File: src/rtl/op_trans_pkg.sv
// rtl/op_trans_pkg.sv - shared state enum and sizing helper for the streaming transpose
package op_trans_pkg;

    typedef enum logic {
        FILL  = 1'b0,
        DRAIN = 1'b1
    } trans_state_e;

    // Counter width that stays at least one bit for degenerate 1-deep dimensions
    function automatic int clog2_min1(input int n);
        return (n <= 1) ? 1 : $clog2(n);
    endfunction

endpackage

File: src/rtl/transpose_stream_bank.sv
// rtl/transpose_stream_bank.sv - ROWS x COLS element store with row write port and column read mux
module transpose_stream_bank
    import op_trans_pkg::*;
#(
    parameter int DATA_WIDTH = 8,
    parameter int ROWS       = 4,
    parameter int COLS       = 4,
    parameter int WR_W       = clog2_min1(ROWS),
    parameter int RD_W       = clog2_min1(COLS)
) (
    input  logic                       clk_p,
    input  logic                       wr_en,
    input  logic [WR_W-1:0]            wr_row,
    input  logic [COLS*DATA_WIDTH-1:0] wr_data,
    input  logic [RD_W-1:0]            rd_col,
    output logic [ROWS*DATA_WIDTH-1:0] rd_data
);

    // Storage is deliberately left unreset; a reset only discards the tile in flight
    logic [COLS*DATA_WIDTH-1:0] mem [ROWS];

    always_ff @(posedge clk_p) begin
        if (wr_en) begin
            mem[wr_row] <= wr_data;
        end
    end

    always_comb begin
        rd_data = '0;
        for (int r = 0; r < ROWS; r++) begin
            rd_data[r*DATA_WIDTH +: DATA_WIDTH] = mem[r][rd_col*DATA_WIDTH +: DATA_WIDTH];
        end
    end

endmodule

File: src/rtl/transpose_stream.sv
// rtl/transpose_stream.sv - row-in/column-out tile transpose; TRANSPOSE_STREAM_PINGPONG_EN selects two banks
module transpose_stream
    import op_trans_pkg::*;
#(
    parameter int DATA_WIDTH = 8,
    parameter int ROWS       = 4,
    parameter int COLS       = 4
) (
    input  logic                       clk_p,
    input  logic                       rst_n,
    input  logic                       in_valid,
    output logic                       in_ready,
    input  logic [COLS*DATA_WIDTH-1:0] in_row,
    output logic                       out_valid,
    input  logic                       out_ready,
    output logic [ROWS*DATA_WIDTH-1:0] out_col,
    output logic                       out_last
);

    localparam int WR_W = clog2_min1(ROWS);
    localparam int RD_W = clog2_min1(COLS);

    logic [WR_W-1:0] wr_cnt;
    logic [RD_W-1:0] rd_cnt;
    logic            in_fire;
    logic            out_fire;
    logic            wr_last;
    logic            rd_last;

    assign in_fire  = in_valid && in_ready;
    assign out_fire = out_valid && out_ready;
    assign wr_last  = (wr_cnt == WR_W'(ROWS - 1));
    assign rd_last  = (rd_cnt == RD_W'(COLS - 1));
    assign out_last = out_valid && rd_last;

    always_ff @(posedge clk_p or negedge rst_n) begin
        if (!rst_n) begin
            wr_cnt <= '0;
            rd_cnt <= '0;
        end else begin
            if (in_fire) begin
                wr_cnt <= wr_last ? '0 : wr_cnt + 1'b1;
            end
            if (out_fire) begin
                rd_cnt <= rd_last ? '0 : rd_cnt + 1'b1;
            end
        end
    end

`ifdef TRANSPOSE_STREAM_PINGPONG_EN

    logic                       wr_bank;
    logic                       rd_bank;
    logic [1:0]                 full;
    logic [1:0]                 full_nxt;
    logic [ROWS*DATA_WIDTH-1:0] bank_col [2];

    assign in_ready  = !full[wr_bank];
    assign out_valid = full[rd_bank];
    assign out_col   = bank_col[rd_bank];

    // A bank cannot be written and drained at once, so the set and clear never collide
    always_comb begin
        full_nxt = full;
        if (out_fire && rd_last) begin
            full_nxt[rd_bank] = 1'b0;
        end
        if (in_fire && wr_last) begin
            full_nxt[wr_bank] = 1'b1;
        end
    end

    always_ff @(posedge clk_p or negedge rst_n) begin
        if (!rst_n) begin
            full    <= '0;
            wr_bank <= 1'b0;
            rd_bank <= 1'b0;
        end else begin
            full <= full_nxt;
            if (in_fire && wr_last) begin
                wr_bank <= ~wr_bank;
            end
            if (out_fire && rd_last) begin
                rd_bank <= ~rd_bank;
            end
        end
    end

    for (genvar b = 0; b < 2; b++) begin : g_bank
        transpose_stream_bank #(
            .DATA_WIDTH (DATA_WIDTH),
            .ROWS       (ROWS),
            .COLS       (COLS)
        ) u_bank (
            .clk_p   (clk_p),
            .wr_en   (in_fire && (wr_bank == 1'(b))),
            .wr_row  (wr_cnt),
            .wr_data (in_row),
            .rd_col  (rd_cnt),
            .rd_data (bank_col[b])
        );
    end

`else

    trans_state_e state;
    trans_state_e state_nxt;

    always_ff @(posedge clk_p or negedge rst_n) begin
        if (!rst_n) begin
            state <= FILL;
        end else begin
            state <= state_nxt;
        end
    end

    always_comb begin
        state_nxt = state;
        in_ready  = 1'b0;
        out_valid = 1'b0;
        case (state)
            FILL: begin
                in_ready = 1'b1;
                if (in_valid && wr_last) begin
                    state_nxt = DRAIN;
                end
            end
            DRAIN: begin
                out_valid = 1'b1;
                if (out_ready && rd_last) begin
                    state_nxt = FILL;
                end
            end
            default: state_nxt = FILL;
        endcase
    end

    transpose_stream_bank #(
        .DATA_WIDTH (DATA_WIDTH),
        .ROWS       (ROWS),
        .COLS       (COLS)
    ) u_bank (
        .clk_p   (clk_p),
        .wr_en   (in_fire),
        .wr_row  (wr_cnt),
        .wr_data (in_row),
        .rd_col  (rd_cnt),
        .rd_data (out_col)
    );

`endif

endmodule

File: config.mk
export PLATFORM = sky130hd
export DESIGN_NAME = transpose_stream
export DESIGN_NICKNAME = d
export VERILOG_FILES = /design/src/rtl/op_trans_pkg.sv /design/src/rtl/transpose_stream_bank.sv /design/src/rtl/transpose_stream.sv
export SDC_FILE = /design/constraint.sdc
export NUM_CORES = 1
export LEC_CHECK = 0
export BUFFER_PORTS_ARGS = -buffer_cell sky130_fd_sc_hd__buf_2
export CAP_MARGIN = 0
export CORE_MARGIN = 2
export CORE_UTILIZATION = 30
export CTS_CLUSTER_SIZE = 25
export DETAILED_ROUTE_END_ITERATION = 6
export PLACE_DENSITY = 0.52
export REMOVE_ABC_BUFFERS = 1
export SLEW_MARGIN = 20
export SYNTH_ARGS = -nofsm -noshare
export SYNTH_HDL_FRONTEND = slang
export SYNTH_SLANG_ARGS = --single-unit
File: constraint.sdc
create_clock -name clk_p -period 2.29 [get_ports clk_p]
set_input_delay 0.458 -clock clk_p [delete_from_list [all_inputs] [get_ports clk_p]]
set_output_delay 0.458 -clock clk_p [all_outputs]
set_load 0.02 [all_outputs]
==> results.cfg <==
[sta]
fmax_mhz = 445.9
finalCritPeriodShare_pct = 97.93
setup-violations-final = 0
worst_clock_skew_ns = 0.005917
hold_viol_final = 0
slew_headroom_pct = 67.80
finalSetupTns_ns = 0
slew_viol_final = 0
final.setup.worst_slack_ns = 0.04733
worst_pin_slew_ns = 0.4819
period_minus_slack_ns = 2.243

[power_and_ir_drop]
p_seq_share_pct = 37.8
p_clk_share_pct = 31.1
peakVddDrop_mv = 0.7729
switchingPower_mw = 2.464
power_leakage_nw = 2.198
pwr_density_cell_nw_per_um2 = 1326
p_total_mw = 8.405
switching_share_pct = 29.32
internal_power_mw = 5.941
comb_power_share_pct = 31.1

[worst_setup_path]
worstPathMaxFanout = 9
cp-end-kind = output port
cp_slowest_stage_delay_ns = 0.54
cp_slowest_cell = mux4_1
worst-path-buf-inv = 3
crit_family = multiplexers
cp-start-kind = register
crit_path_cell_trace = buf_4 > buf_12 > mux4_1 > buf_2
worstPathRequired_ns = 1.83
worstPathArrival_ns = 1.78
criticalPathCategory = reg -> out

[finish]
finalNonFillerCells = 523
syn_to_final_growth_pct = 27.51
final-seq-area_um2 = 3971
fin_util_pct = 38.63
multi_input_area_um2 = 908.4
num_antenna_cells = 0
layout.nets = 332
fillers = 1487
drive_above_1_share_pct = 48.84

[status]
outcome = finished, final reports clean

[clock_network]
clockRootBuffer = clkbuf_16
clkTransAtPathRegs_ns = 0.05
numCtsBuffers = 17
htree_levels = 4
cts_max_path_buffers = 2
cts.sinks = 133
clk_latency_ns = 0.41
cts_tree = built

[route]
vias_per_cell = 4.304
ant_nets = 0
wire_per_inst_um = 17.96
vias = 2251
first_iter_violations = 201
drc_errors = 0
drt_wl_total_um = 9395
drt_pass1_iterations = 4

[grt]
grt_pass1_wl_um = 14210
use_met1_pct = 13.65
met3_usage_pct = 4.598
track_usage_pct = 11.15
overflow = 0
antenna_found_initial = 0
grt_pass1_vias = 2512
grt.met2_usage_pct = 17.36
grt-busiest-layer = met2
grt_max_degree = 33

[synth]
ys.flop_type = edfxtp_1
synth_cell_type_count = 16
synth_edf_count = 128
synthTopCellsByCount = edfxtp_1, mux4_2, dfrtp_1, ha_1
syn_area_um2 = 4971
synth.top_cell.area_share_pct = 77.32
synthMostInstantiatedCell = edfxtp_1
synthTopCellsByArea = edfxtp_1, mux4_2, dfrtp_1
ys_seq_area_share_pct = 79.84
async_reset_ff_share_pct = 3.759
avgSynthCellArea_um2 = 25.36
yosysWarningCount = 0
yosysTopAreaCell = edfxtp_1
syn_inst = 196
synth_seq_cells = 133

[place]
dp_hpwl_um = 5827
dp.cells = 485
place_ws_ns = 0.3277
gp_congestion = 0.6757
portBuffers = 70

[min_path]
hp-class = in -> reg

[floorplan]
rows = 47
coreArea_um2 = 16410
initial_utilization_pct = 30.30
dieArea_um2 = 17620
io_pins = 71
chipWidth_um = 132.7
die_y_um = 132.7

[run]
drv_cap = 0
[final timing paths]
kind	start	cells after the start	slack, ns	endpoint
max in group asynchronous	rst_n	2	1.75	rd_cnt[0]$_DFFE_PN0P_
max reg2reg	wr_cnt[0]$_DFFE_PN0P_	4	0.64	u_bank.mem[3][6]$_DFFE_PP_
min in group asynchronous	rst_n	2	0.39	state$_DFF_PN0_
max	rd_cnt[0]$_DFFE_PN0P_	4	0.05	out_col[8]
min	out_ready	2	0.24	state$_DFF_PN0_
min reg2reg	wr_cnt[1]$_DFFE_PN0P_	1	0.57	wr_cnt[1]$_DFFE_PN0P_
[through the flow]
stage                     hold slack, ns  cell area [um2]
after floorplan                   0.1624             4881
after global placement            0.2872             5659
after detailed placement          0.2857             5659
after CTS                         0.2171             6246
after global routing              0.2347             6339
final                             0.2383             6339
[per-layer routing]
metal  vias to the layer above  part of all wire, %
met5                         -                    0
met4                         0                  1.6
met3                        12                  5.0
met2                        52                   49
met1                      1166                   45
li1                       1021                    -
[cell families after synthesis]
logic type | count (synthesis) | share of synthesized area (%)
compound gates | 1 | 0.1511
fa+ha+maj | 5 | 1.258
buf+inv | 11 | 2.039
flops | 133 | 79.84
mux | 36 | 15.71
simple gates | 10 | 1.007
[flip-flops by register name, summed over array words and instances, names as in the netlist]
name and cells:
state 1, u_bank.mem 128, rd_cnt 2, wr_cnt 2
[power by group through the flow]
stage                     Sequential (mW)  Combinational, mW  Clock, mW
after floorplan                      3.37               1.37          0
after CTS                            3.19               2.46       2.68
final                                3.18               2.62       2.61
after global placement               3.24               2.39          0
after global routing                 3.21               2.84       2.78
after detailed placement             3.26               2.42          0
[cells in the final DEF (no fill, tap or decap), drive strengths merged]
cell type and instances:
buf 81, clkinvlp 2, inv 3, edfxtp 128
a22oi 1, dlygate4sd3 1, mux4 32, ha 5
mux2 4, dfrtp 5, clkinv 8, nor2b 1
nand2 2, and2 4, nor2 3, bufinv 3
clkbuf 20
[area by class of cell]
cell class	instances	area share (%)
Clock buffer	18	6.771
Clock inverter	13	2.211
Inverter	3	0.1777
Multi-Input combinational cell	52	14.33
Sequential cell	133	62.65
Tap cell	220	4.343
Timing Repair Buffer	84	9.514
[repair_timing]
item / 4_1_cts / 5_1_grt
gates resized for setup: 0 / 4
hold buffers: 1 / 0
endpoints found under the hold margin: 5 / 0
cloned: 0 / 3
buffers inserted: 1 / 2
endpoints found under the setup margin: 27 / 10
Power figures use the tool's default switching activity.
